## src/rtl/sga_game_fsm_if.sv

```systemverilog
// Control/status bundle between the Snake Game Arcade flow FSM and its neighbours.
// The master side is the top level and the datapath; the slave side is the FSM.
interface sga_game_fsm_if #(
    parameter int SIZE_W  = 6,
    parameter int LIVES_W = 2
);
    logic               start;
    logic               pause;
    logic               is_at_apple;
    logic               is_at_border;
    logic               is_at_body;
    logic               end_play_time;
    logic               render_finish;

    logic [SIZE_W-1:0]  size;
    logic [LIVES_W-1:0] lives_left;
    logic               clear_pos;
    logic               render_clr;
    logic               render_count;
    logic               register_apple;
    logic               reset_apple;
    logic               register_dir;
    logic               move;
    logic               paused;
    logic               finished;
    logic               won;
    logic               lost;
    logic [4:0]         db_state;

    modport master (
        output start, pause, is_at_apple, is_at_border, is_at_body,
               end_play_time, render_finish,
        input  size, lives_left, clear_pos, render_clr, render_count,
               register_apple, reset_apple, register_dir, move,
               paused, finished, won, lost, db_state
    );

    modport slave (
        input  start, pause, is_at_apple, is_at_border, is_at_body,
               end_play_time, render_finish,
        output size, lives_left, clear_pos, render_clr, render_count,
               register_apple, reset_apple, register_dir, move,
               paused, finished, won, lost, db_state
    );
endinterface

```

## src/rtl/sga_game_fsm.sv

```systemverilog
// Game-flow Moore FSM for the Snake Game Arcade: owns size/lives counters,
// sequences apple/render/wait/move/compare steps and defers pauses to frame boundaries.
module sga_game_fsm #(
    parameter int SIZE_W    = 6,
    parameter int INIT_SIZE = 2,
    parameter int WIN_SIZE  = 16,
    parameter int LIVES     = 3,
    parameter int LIVES_W   = 2
) (
    input  logic           clock,
    input  logic           restart,
    sga_game_fsm_if.slave  bus
);

    typedef enum logic [4:0] {
        IDLE              = 5'd0,
        PREPARA           = 5'd1,
        GERA_MACA_INICIAL = 5'd2,
        RENDERIZA         = 5'd3,
        PROXIMO_RENDER    = 5'd4,
        ESPERA            = 5'd5,
        REGISTRA          = 5'd6,
        MOVE              = 5'd7,
        COMPARA           = 5'd8,
        COMEU_MACA        = 5'd9,
        CRESCE            = 5'd10,
        GERA_MACA         = 5'd11,
        FEZ_NADA          = 5'd12,
        COLIDIU           = 5'd13,
        REINICIA          = 5'd14,
        PAUSOU            = 5'd15,
        PERDEU            = 5'd16,
        GANHOU            = 5'd17
    } state_t;

    localparam logic [SIZE_W-1:0]  INIT_SZ  = SIZE_W'(INIT_SIZE);
    localparam logic [SIZE_W-1:0]  WIN_SZ   = SIZE_W'(WIN_SIZE);
    localparam logic [SIZE_W:0]    WIN_EXT  = (SIZE_W+1)'(WIN_SIZE);
    localparam logic [LIVES_W-1:0] LIVES_LD = LIVES_W'(LIVES);
    localparam logic [LIVES_W-1:0] ONE_LIFE = LIVES_W'(1);

    state_t             state, next_state;
    logic [SIZE_W-1:0]  size_q;
    logic [LIVES_W-1:0] lives_q;
    logic               pause_pend;
    logic               will_win;
    logic               collided;
    logic               pend_window;

    // Extended add so WIN_SIZE = 2**SIZE_W-1 cannot wrap the comparison
    assign will_win    = ({1'b0, size_q} + 1'b1) == WIN_EXT;
    assign collided    = bus.is_at_border | bus.is_at_body;
    assign pend_window = (state >= RENDERIZA) && (state <= REINICIA) && (state != ESPERA);

    // State register
    always_ff @(posedge clock or posedge restart) begin
        if (restart) state <= IDLE;
        else         state <= next_state;
    end

    // Next-state logic
    always_comb begin
        next_state = IDLE;
        case (state)
            IDLE:              next_state = bus.start ? PREPARA : IDLE;
            PREPARA:           next_state = GERA_MACA_INICIAL;
            GERA_MACA_INICIAL: next_state = RENDERIZA;
            RENDERIZA:         next_state = bus.render_finish ? ESPERA : PROXIMO_RENDER;
            PROXIMO_RENDER:    next_state = RENDERIZA;
            ESPERA: begin
                if (bus.pause || pause_pend) next_state = PAUSOU;
                else if (bus.end_play_time)  next_state = REGISTRA;
                else                         next_state = ESPERA;
            end
            REGISTRA:          next_state = MOVE;
            MOVE:              next_state = COMPARA;
            COMPARA: begin
                if (collided)             next_state = COLIDIU;
                else if (bus.is_at_apple) next_state = COMEU_MACA;
                else                      next_state = FEZ_NADA;
            end
            COMEU_MACA:        next_state = CRESCE;
            CRESCE:            next_state = will_win ? GANHOU : GERA_MACA;
            GERA_MACA:         next_state = RENDERIZA;
            FEZ_NADA:          next_state = RENDERIZA;
            COLIDIU:           next_state = (lives_q == ONE_LIFE) ? PERDEU : REINICIA;
            REINICIA:          next_state = GERA_MACA_INICIAL;
            PAUSOU:            next_state = bus.start ? ESPERA : PAUSOU;
            PERDEU:            next_state = bus.start ? PREPARA : PERDEU;
            GANHOU:            next_state = bus.start ? PREPARA : GANHOU;
            default:           next_state = IDLE;
        endcase
    end

    // Counters change on the edge that leaves their owning state
    always_ff @(posedge clock or posedge restart) begin
        if (restart) begin
            size_q  <= '0;
            lives_q <= '0;
        end else begin
            case (state)
                PREPARA: begin
                    size_q  <= INIT_SZ;
                    lives_q <= LIVES_LD;
                end
                REINICIA: size_q <= INIT_SZ;
                CRESCE:   if (size_q != WIN_SZ) size_q <= size_q + 1'b1;
                COLIDIU:  if (lives_q != '0) lives_q <= lives_q - 1'b1;
                default: ;
            endcase
        end
    end

    // A pause seen mid-frame is remembered and honoured at the next ESPERA
    always_ff @(posedge clock or posedge restart) begin
        if (restart)                                        pause_pend <= 1'b0;
        else if (state == PREPARA)                          pause_pend <= 1'b0;
        else if (next_state == PAUSOU && state != PAUSOU)   pause_pend <= 1'b0;
        else if (pend_window && bus.pause)                  pause_pend <= 1'b1;
    end

    // Output decode (state only)
    always_comb begin
        bus.clear_pos      = 1'b0;
        bus.render_clr     = 1'b0;
        bus.render_count   = 1'b0;
        bus.register_apple = 1'b0;
        bus.reset_apple    = 1'b0;
        bus.register_dir   = 1'b0;
        bus.move           = 1'b0;
        bus.paused         = 1'b0;
        bus.finished       = 1'b0;
        bus.won            = 1'b0;
        bus.lost           = 1'b0;
        case (state)
            IDLE:              bus.render_clr = 1'b1;
            PREPARA, REINICIA: begin
                bus.clear_pos  = 1'b1;
                bus.render_clr = 1'b1;
            end
            PROXIMO_RENDER:    bus.render_count   = 1'b1;
            GERA_MACA_INICIAL,
            GERA_MACA:         bus.register_apple = 1'b1;
            COMEU_MACA:        bus.reset_apple    = 1'b1;
            REGISTRA:          bus.register_dir   = 1'b1;
            MOVE:              bus.move           = 1'b1;
            PAUSOU:            bus.paused         = 1'b1;
            GANHOU: begin
                bus.won      = 1'b1;
                bus.finished = 1'b1;
            end
            PERDEU: begin
                bus.lost     = 1'b1;
                bus.finished = 1'b1;
            end
            default: ;
        endcase
    end

    assign bus.size       = size_q;
    assign bus.lives_left = lives_q;
    assign bus.db_state   = state;

endmodule

```

## src/flat_wrapper.sv

```systemverilog
// flat-port wrapper written by rule: the top's interface ports become plain ports
module sga_game_fsm_flat 
#(
    parameter int SIZE_W    = 6,
    parameter int INIT_SIZE = 2,
    parameter int WIN_SIZE  = 16,
    parameter int LIVES     = 3,
    parameter int LIVES_W   = 2
)
  (clock, restart, bus_start, bus_pause, bus_is_at_apple, bus_is_at_border, bus_is_at_body, bus_end_play_time, bus_render_finish, bus_size, bus_lives_left, bus_clear_pos, bus_render_clr, bus_render_count, bus_register_apple, bus_reset_apple, bus_register_dir, bus_move, bus_paused, bus_finished, bus_won, bus_lost, bus_db_state);
  sga_game_fsm_if #(.SIZE_W(SIZE_W), .LIVES_W(LIVES_W)) bus_i ();
  input  logic clock;
  input  logic restart;
  input wire logic [$bits(bus_i.start)-1:0] bus_start;
  input wire logic [$bits(bus_i.pause)-1:0] bus_pause;
  input wire logic [$bits(bus_i.is_at_apple)-1:0] bus_is_at_apple;
  input wire logic [$bits(bus_i.is_at_border)-1:0] bus_is_at_border;
  input wire logic [$bits(bus_i.is_at_body)-1:0] bus_is_at_body;
  input wire logic [$bits(bus_i.end_play_time)-1:0] bus_end_play_time;
  input wire logic [$bits(bus_i.render_finish)-1:0] bus_render_finish;
  output wire logic [$bits(bus_i.size)-1:0] bus_size;
  output wire logic [$bits(bus_i.lives_left)-1:0] bus_lives_left;
  output wire logic [$bits(bus_i.clear_pos)-1:0] bus_clear_pos;
  output wire logic [$bits(bus_i.render_clr)-1:0] bus_render_clr;
  output wire logic [$bits(bus_i.render_count)-1:0] bus_render_count;
  output wire logic [$bits(bus_i.register_apple)-1:0] bus_register_apple;
  output wire logic [$bits(bus_i.reset_apple)-1:0] bus_reset_apple;
  output wire logic [$bits(bus_i.register_dir)-1:0] bus_register_dir;
  output wire logic [$bits(bus_i.move)-1:0] bus_move;
  output wire logic [$bits(bus_i.paused)-1:0] bus_paused;
  output wire logic [$bits(bus_i.finished)-1:0] bus_finished;
  output wire logic [$bits(bus_i.won)-1:0] bus_won;
  output wire logic [$bits(bus_i.lost)-1:0] bus_lost;
  output wire logic [$bits(bus_i.db_state)-1:0] bus_db_state;
  assign bus_i.start = bus_start;
  assign bus_i.pause = bus_pause;
  assign bus_i.is_at_apple = bus_is_at_apple;
  assign bus_i.is_at_border = bus_is_at_border;
  assign bus_i.is_at_body = bus_is_at_body;
  assign bus_i.end_play_time = bus_end_play_time;
  assign bus_i.render_finish = bus_render_finish;
  assign bus_size = bus_i.size;
  assign bus_lives_left = bus_i.lives_left;
  assign bus_clear_pos = bus_i.clear_pos;
  assign bus_render_clr = bus_i.render_clr;
  assign bus_render_count = bus_i.render_count;
  assign bus_register_apple = bus_i.register_apple;
  assign bus_reset_apple = bus_i.reset_apple;
  assign bus_register_dir = bus_i.register_dir;
  assign bus_move = bus_i.move;
  assign bus_paused = bus_i.paused;
  assign bus_finished = bus_i.finished;
  assign bus_won = bus_i.won;
  assign bus_lost = bus_i.lost;
  assign bus_db_state = bus_i.db_state;
  sga_game_fsm #(.SIZE_W(SIZE_W), .INIT_SIZE(INIT_SIZE), .WIN_SIZE(WIN_SIZE), .LIVES(LIVES), .LIVES_W(LIVES_W)) u_core (.clock(clock), .restart(restart), .bus(bus_i));
endmodule
```

## config.mk

```make
export PLATFORM = sky130hd
export DESIGN_NAME = sga_game_fsm_flat
export DESIGN_NICKNAME = d
export VERILOG_FILES = /design/src/rtl/sga_game_fsm_if.sv /design/src/rtl/sga_game_fsm.sv /design/src/flat_wrapper.sv
export SDC_FILE = /design/constraint.sdc
export NUM_CORES = 1
export LEC_CHECK = 0
export BUFFER_PORTS_ARGS = -buffer_cell sky130_fd_sc_hd__buf_2
export CAP_MARGIN = 10
export CORE_MARGIN = 2
export CORE_UTILIZATION = 35
export DETAILED_ROUTE_END_ITERATION = 8
export GPL_ROUTABILITY_DRIVEN = 0
export SLEW_MARGIN = 0
export SYNTH_ARGS = -nofsm -noshare
export SYNTH_HDL_FRONTEND = slang
export SYNTH_SLANG_ARGS = --single-unit
```

## constraint.sdc

```tcl
create_clock -name clock -period 1.9 [get_ports clock]
set_input_delay 0.38 -clock clock [delete_from_list [all_inputs] [get_ports clock]]
set_output_delay 0.38 -clock clock [all_outputs]
set_load 0.05 [all_outputs]
```

Word level (Yosys, flattened, before mapping) --
Index checks and enable logic that the tools add are counted.
Operators by class: add/subtract/negate cells 3, $lt $le $gt $ge 2, equality and inequality tests 25, muxes and demuxes 30, bitwise gates (word level) 1, reduce and logical (&&, ||, !) cells 17
Operators by type and width (count):
- one-hot mux 5 bit (14 select lines) | 1
- == test 5 x 4 -> 1 bit, second input constant | 9
- 2-to-1 mux 5 bit | 6
- == test 5 x 3 -> 1 bit, second input constant | 4
- 2-to-1 mux 1 bit | 16
- one-hot mux 6 bit (2 select lines) | 1
- == test 5 x 2 -> 1 bit, second input constant | 2
- == test 5 bit, second input constant | 2
- adder 6 x 1 -> 7 bit, second input constant | 1
- == test 7 x 5 -> 1 bit, second input constant | 1
- adder 6 x 1 -> 6 bit, second input constant | 1
- 2-to-1 mux 6 bit | 1
- != test 6 x 5 -> 1 bit, second input constant | 1
- nonzero test 2 bit | 3
- OR reduction 2 bit | 3
- == test 5 x 1 -> 1 bit, second input constant | 1
- greater-or-equal comparator 5 x 2 -> 1 bit, second input constant | 1
- <= comparator 5 x 4 -> 1 bit, second input constant | 1
- logical NOT 5 bit | 1
- != test 5 x 3 -> 1 bit, second input constant | 1
- != test 5 x 4 -> 1 bit, second input constant | 1
- logical AND 1 bit | 4
- 2-to-1 mux 2 bit | 2
- 2-to-1 mux 4 bit | 1
- other kinds (11) | 13
Storage, ports and cells: bits in registers 14, input port bits 9, output and inout bits 24, logic and storage cells 82

Longest topological paths before layout --
depth in word-level cells 8, gate-level depth with buffers 7, mapped depth without buffers 6

Worst setup path before layout --
OpenSTA, ideal clock, no wires.
path type reg2out, start register u_core.state[3], in the netlist u_core.bus.db_state[3], end output port bus_register_apple, arrival 2.807 ns, required time 1.520 ns, path slack -1.287 ns, stages on the path, launching flop included 5, path buffers 2, cell sequence dfrtp_1 -> clkbuf_1 -> clkbuf_1 -> xor2_1 -> nor4_1
Between the ends: longest elaborated chain between the ends 3, elaborated cells on any way between the ends 4, classes of those cells 2 x eq/ne; 1 x mux; 1 x reduce/logical
RTL lines:
- start: declaration | line sga_game_fsm.sv:42 | state_t state, next_state;
- start signal: assignment | line sga_game_fsm.sv:58 | else state <= next_state;
- == test 5 x 2 -> 1 bit / == test 5 x 4 -> 1 bit (equally long branches) | line sga_game_fsm.sv:135 | case (state)
- OR reduction 2 bit * | line sga_game_fsm.sv:135
- 2-to-1 mux 1 bit * | line sga_game_fsm.sv:135
- end: declaration | line flat_wrapper.sv:26 | output wire logic [$bits(bus_i.register_apple)-1:0] bus_register_apple;
Every way passes the cells marked *; elsewhere a longest branch is shown, timed or not.

Worst setup path after layout --
start register u_core.state[2], in the netlist u_core.bus.db_state[2], end output port bus_clear_pos
Between the ends: longest elaborated chain between the ends 3, elaborated cells on any way between the ends 4, classes of those cells 2 x eq/ne; 1 x mux; 1 x reduce/logical
RTL lines:
- == test 5 x 4 -> 1 bit / == test 5 x 1 -> 1 bit (equally long branches) | line sga_game_fsm.sv:135
- OR reduction 2 bit (no source line) *
- 2-to-1 mux 1 bit * | line sga_game_fsm.sv:135
- end: declaration | line flat_wrapper.sv:23 | output wire logic [$bits(bus_i.clear_pos)-1:0] bus_clear_pos;
Marked as above.

==> metrics.yaml <==
route:
  drc: 0
  ant_nets: 0
  via_per_inst: 5.28
  first_pass_iters: 4
  wl_um: 3280
  via_count: 1261
  drt-initial-drc-count: 61
  post_drt_wl_per_cell_um: 13.7
logic_synthesis:
  synthAdderAreaFrac_pct: 5.12
  yosysUniqueCellTypes: 56
  synth_cells: 142
  synth_edf_count: 0
  async_flop_share_pct: 100
  netlist_top_cells_area: "dfrtp_1 (29%), ha_1 (5.1%), nor2_1 (3.7%)"
  syn_nets: 156
  netlist_area_sq_um: 1220
  yosys.area.top_type_share_pct: 28.7
  yosys_warnings: 0
  synth-compound-area-share_pct: 21.8
  synth.yosys.seq_area_share_pct: 28.7
  synth_ff_type: "dfrtp_1"
  yosys_register_bits: 14
  synthSimpleGateAreaFrac_pct: 27.6
  yosysTopAreaCell: "dfrtp_1"
  ys_top_cells_by_count: "dfrtp_1 (14), nor2_1 (12), inv_1 (11)"
  synthXorXnorAreaFrac_pct: 3.59
  yosys.cell_count.top_type: "dfrtp_1"
  synthMuxAreaShare_pct: 5.64
  syn_area_per_cell_sq_um: 8.60
  synth_top_family_by_area: "simple AND/OR/NAND/NOR gates"
clock_network:
  cts.sinks: 14
  cts_tree: "done"
  root_buffer: "clkbuf_4"
  clk_latency_ps: 270
  htree_levels: 1
  clk_pin_slew_ps: 80
  clk_path_buf_depth: 2
  cts_inserted_buffers: 3
sta:
  fin_ws_ps: -56.9
  rsz0062_at_grt: "true"
  worst_pin_slew_ps: 548
  fin_crit_sh_pct: 103
  max_freq_mhz: 511
  maxSlewViolCount: 0
  min_period_ps: 1960
  hold_viol: 0
  finClkSkew_ps: 0.246
  slew_headroom_pct: 63.4
  setup_violations: 3
flow_run:
  cap_violations: 0
pwr:
  power_density_nw_per_um2: 1680
  fin_total_pwr_mw: 3.00
  netSwitchingFraction_pct: 52.0
  power.internal_mw: 1.44
  power_frac_comb_pct: 74.9
  ir_worst_vdd_mv: 0.603
  power_frac_seq_pct: 18.0
  clkPwrFrac_pct: 7.1
  power.leakage_nw: 0.810
  p_switching_mw: 1.56
run_status:
  outcome: "complete, but fails checks"
  violations: "negative setup slack"
global_routing:
  grt_pass1_wl_um: 5750
  grt_use_total_pct: 18.0
  grt_antenna_before_repair: 0
  gr-total-overflow: 0
  grt_pass1_vias: 1245
  grt_max_degree: 19
hold_path:
  hp-class: "input pin to asynchronous set/reset pin"
floorplanning:
  die_area_sq_um: 3980
  coreArea_sq_um: 3340
  initial_utilization_pct: 36.6
  die_y_um: 63.1
  die_width_um: 63.1
  ios: 33
  num_rows: 21
cells_and_area:
  multi_input_area_sq_um: 867
  area_delta_synth_final_pct: 46.5
  antenna_cells: 0
  fin_util_pct: 53.6
  stdcell_area_sq_um: 1790
  fillers: 334
  nNetsFinal: 208
  final_layout_size_suffix_gt1_share_pct: 47.2
  seqCellArea_sq_um: 359
placement:
  portBuffers: 32
  placed_cell_area_sq_um: 1600
  hpwl_um: 2490
  placement.setup.worst_slack_ps: 72.6
worst_setup_path:
  crit_type: "flop to primary output"
  cp.arrival_ps: 1580
  required_ps: 1520
  cp_max_fo: 4
  startpoint_type: "flop"
  r2r_slack_ps: 100
  end_kind: "primary output"
cell usage in the layout (no fill, tap or decap), types with 3 or more instances in the layout:
cell type,n
buf_6,6
buf_2,21
o21ai_0,4
nand3_1,5
ha_1,5
dfrtp_1,7
nand2_1,5
a21oi_1,7
nor2_1,9
a31oi_1,3
nand2b_1,3
clkbuf_4,6
dfrtp_2,7
nor3_1,3
inv_1,10
xnor2_1,3
buf_4,24
and3_1,3
mux2_4,3
final timing paths:
path,from,cells past startpoint,endpoint
max in group asynchronous,restart,2,u_core.bus.db_state[1]
hold reg to reg,u_core.pause_pend,1,u_core.pause_pend
setup / recovery,u_core.bus.db_state[2],3,bus_clear_pos
setup reg to reg,u_core.bus.db_state[3],5,u_core.bus.size[5]
hold / removal,restart,2,u_core.bus.lives_left[1]
min in group clock,bus_end_play_time,3,u_core.bus.db_state[1]
sequential cells by signal (all words and copies together), names as in the netlist:
name	cells
u_core.bus.db_state	5
u_core.bus.lives_left	2
u_core.bus.size	6
u_core.pause_pend	1
layer usage:
| layer | routed length [um] | GRT usage, % |
|---|---|---|
| met2 | 1670 | 31.1 |
| met3 | 114 | 1.61 |
| met1 | 1470 | 23.1 |
| met4 | 27 | 6.67 |
| met5 | 0 | 0 |
worst max-delay path, cell delays in order (launching register included):
cell,delay (ps)
dfrtp_2,450
or4b_4,530
a21oi_4,150
buf_6,170
timing repair:
item                                    in CTS  in global routing
gates resized for setup                     13                 14
buffers inserted                             7                  3
pin swaps                                    5                  1
endpoints found under the setup margin      11                 13
hold endpoints to repair                     0                  0
hold buffers                                 0                  0
stage by stage:
stage | TNS, ps | std cells | hold slack, ps
after global routing | -422 | 239 | 166
after floorplan | -1200 | 142 | 269
after global placement | 0 | 225 | 452
after CTS | -324 | 236 | 146
final | -72.5 | 239 | 136
after detailed placement | 0 | 225 | 458
cells by family (layout without fill, tap and decap cells):
family | after synthesis | count (layout)
adder cells (fa/ha/maj) | 5 | 5
AO/OA/AOI/OAI | 35 | 35
flip-flops | 14 | 14
AND/OR/NAND/NOR | 56 | 56
multiplexers | 6 | 6
buffers and inverters | 21 | 72
XOR/XNOR | 5 | 5
layout make-up:
class	instances	share of cell area, %
inverters	11	2.45
multi-input cells	107	48.5
clock buffers	4	2.03
well taps	46	3.22
repair buffers	57	23.8
flip-flops and latches	14	20.1
power groups by stage:
stage	registers, mW	clock network (mW)	logic (mW)
after floorplan	0.833	0	1.24
after global placement	0.548	0	1.97
after detailed placement	0.565	0	1.99
after CTS	0.538	0.221	2.15
after global routing	0.559	0.236	2.41
final	0.540	0.211	2.25
(Power assumes the default switching activity.)
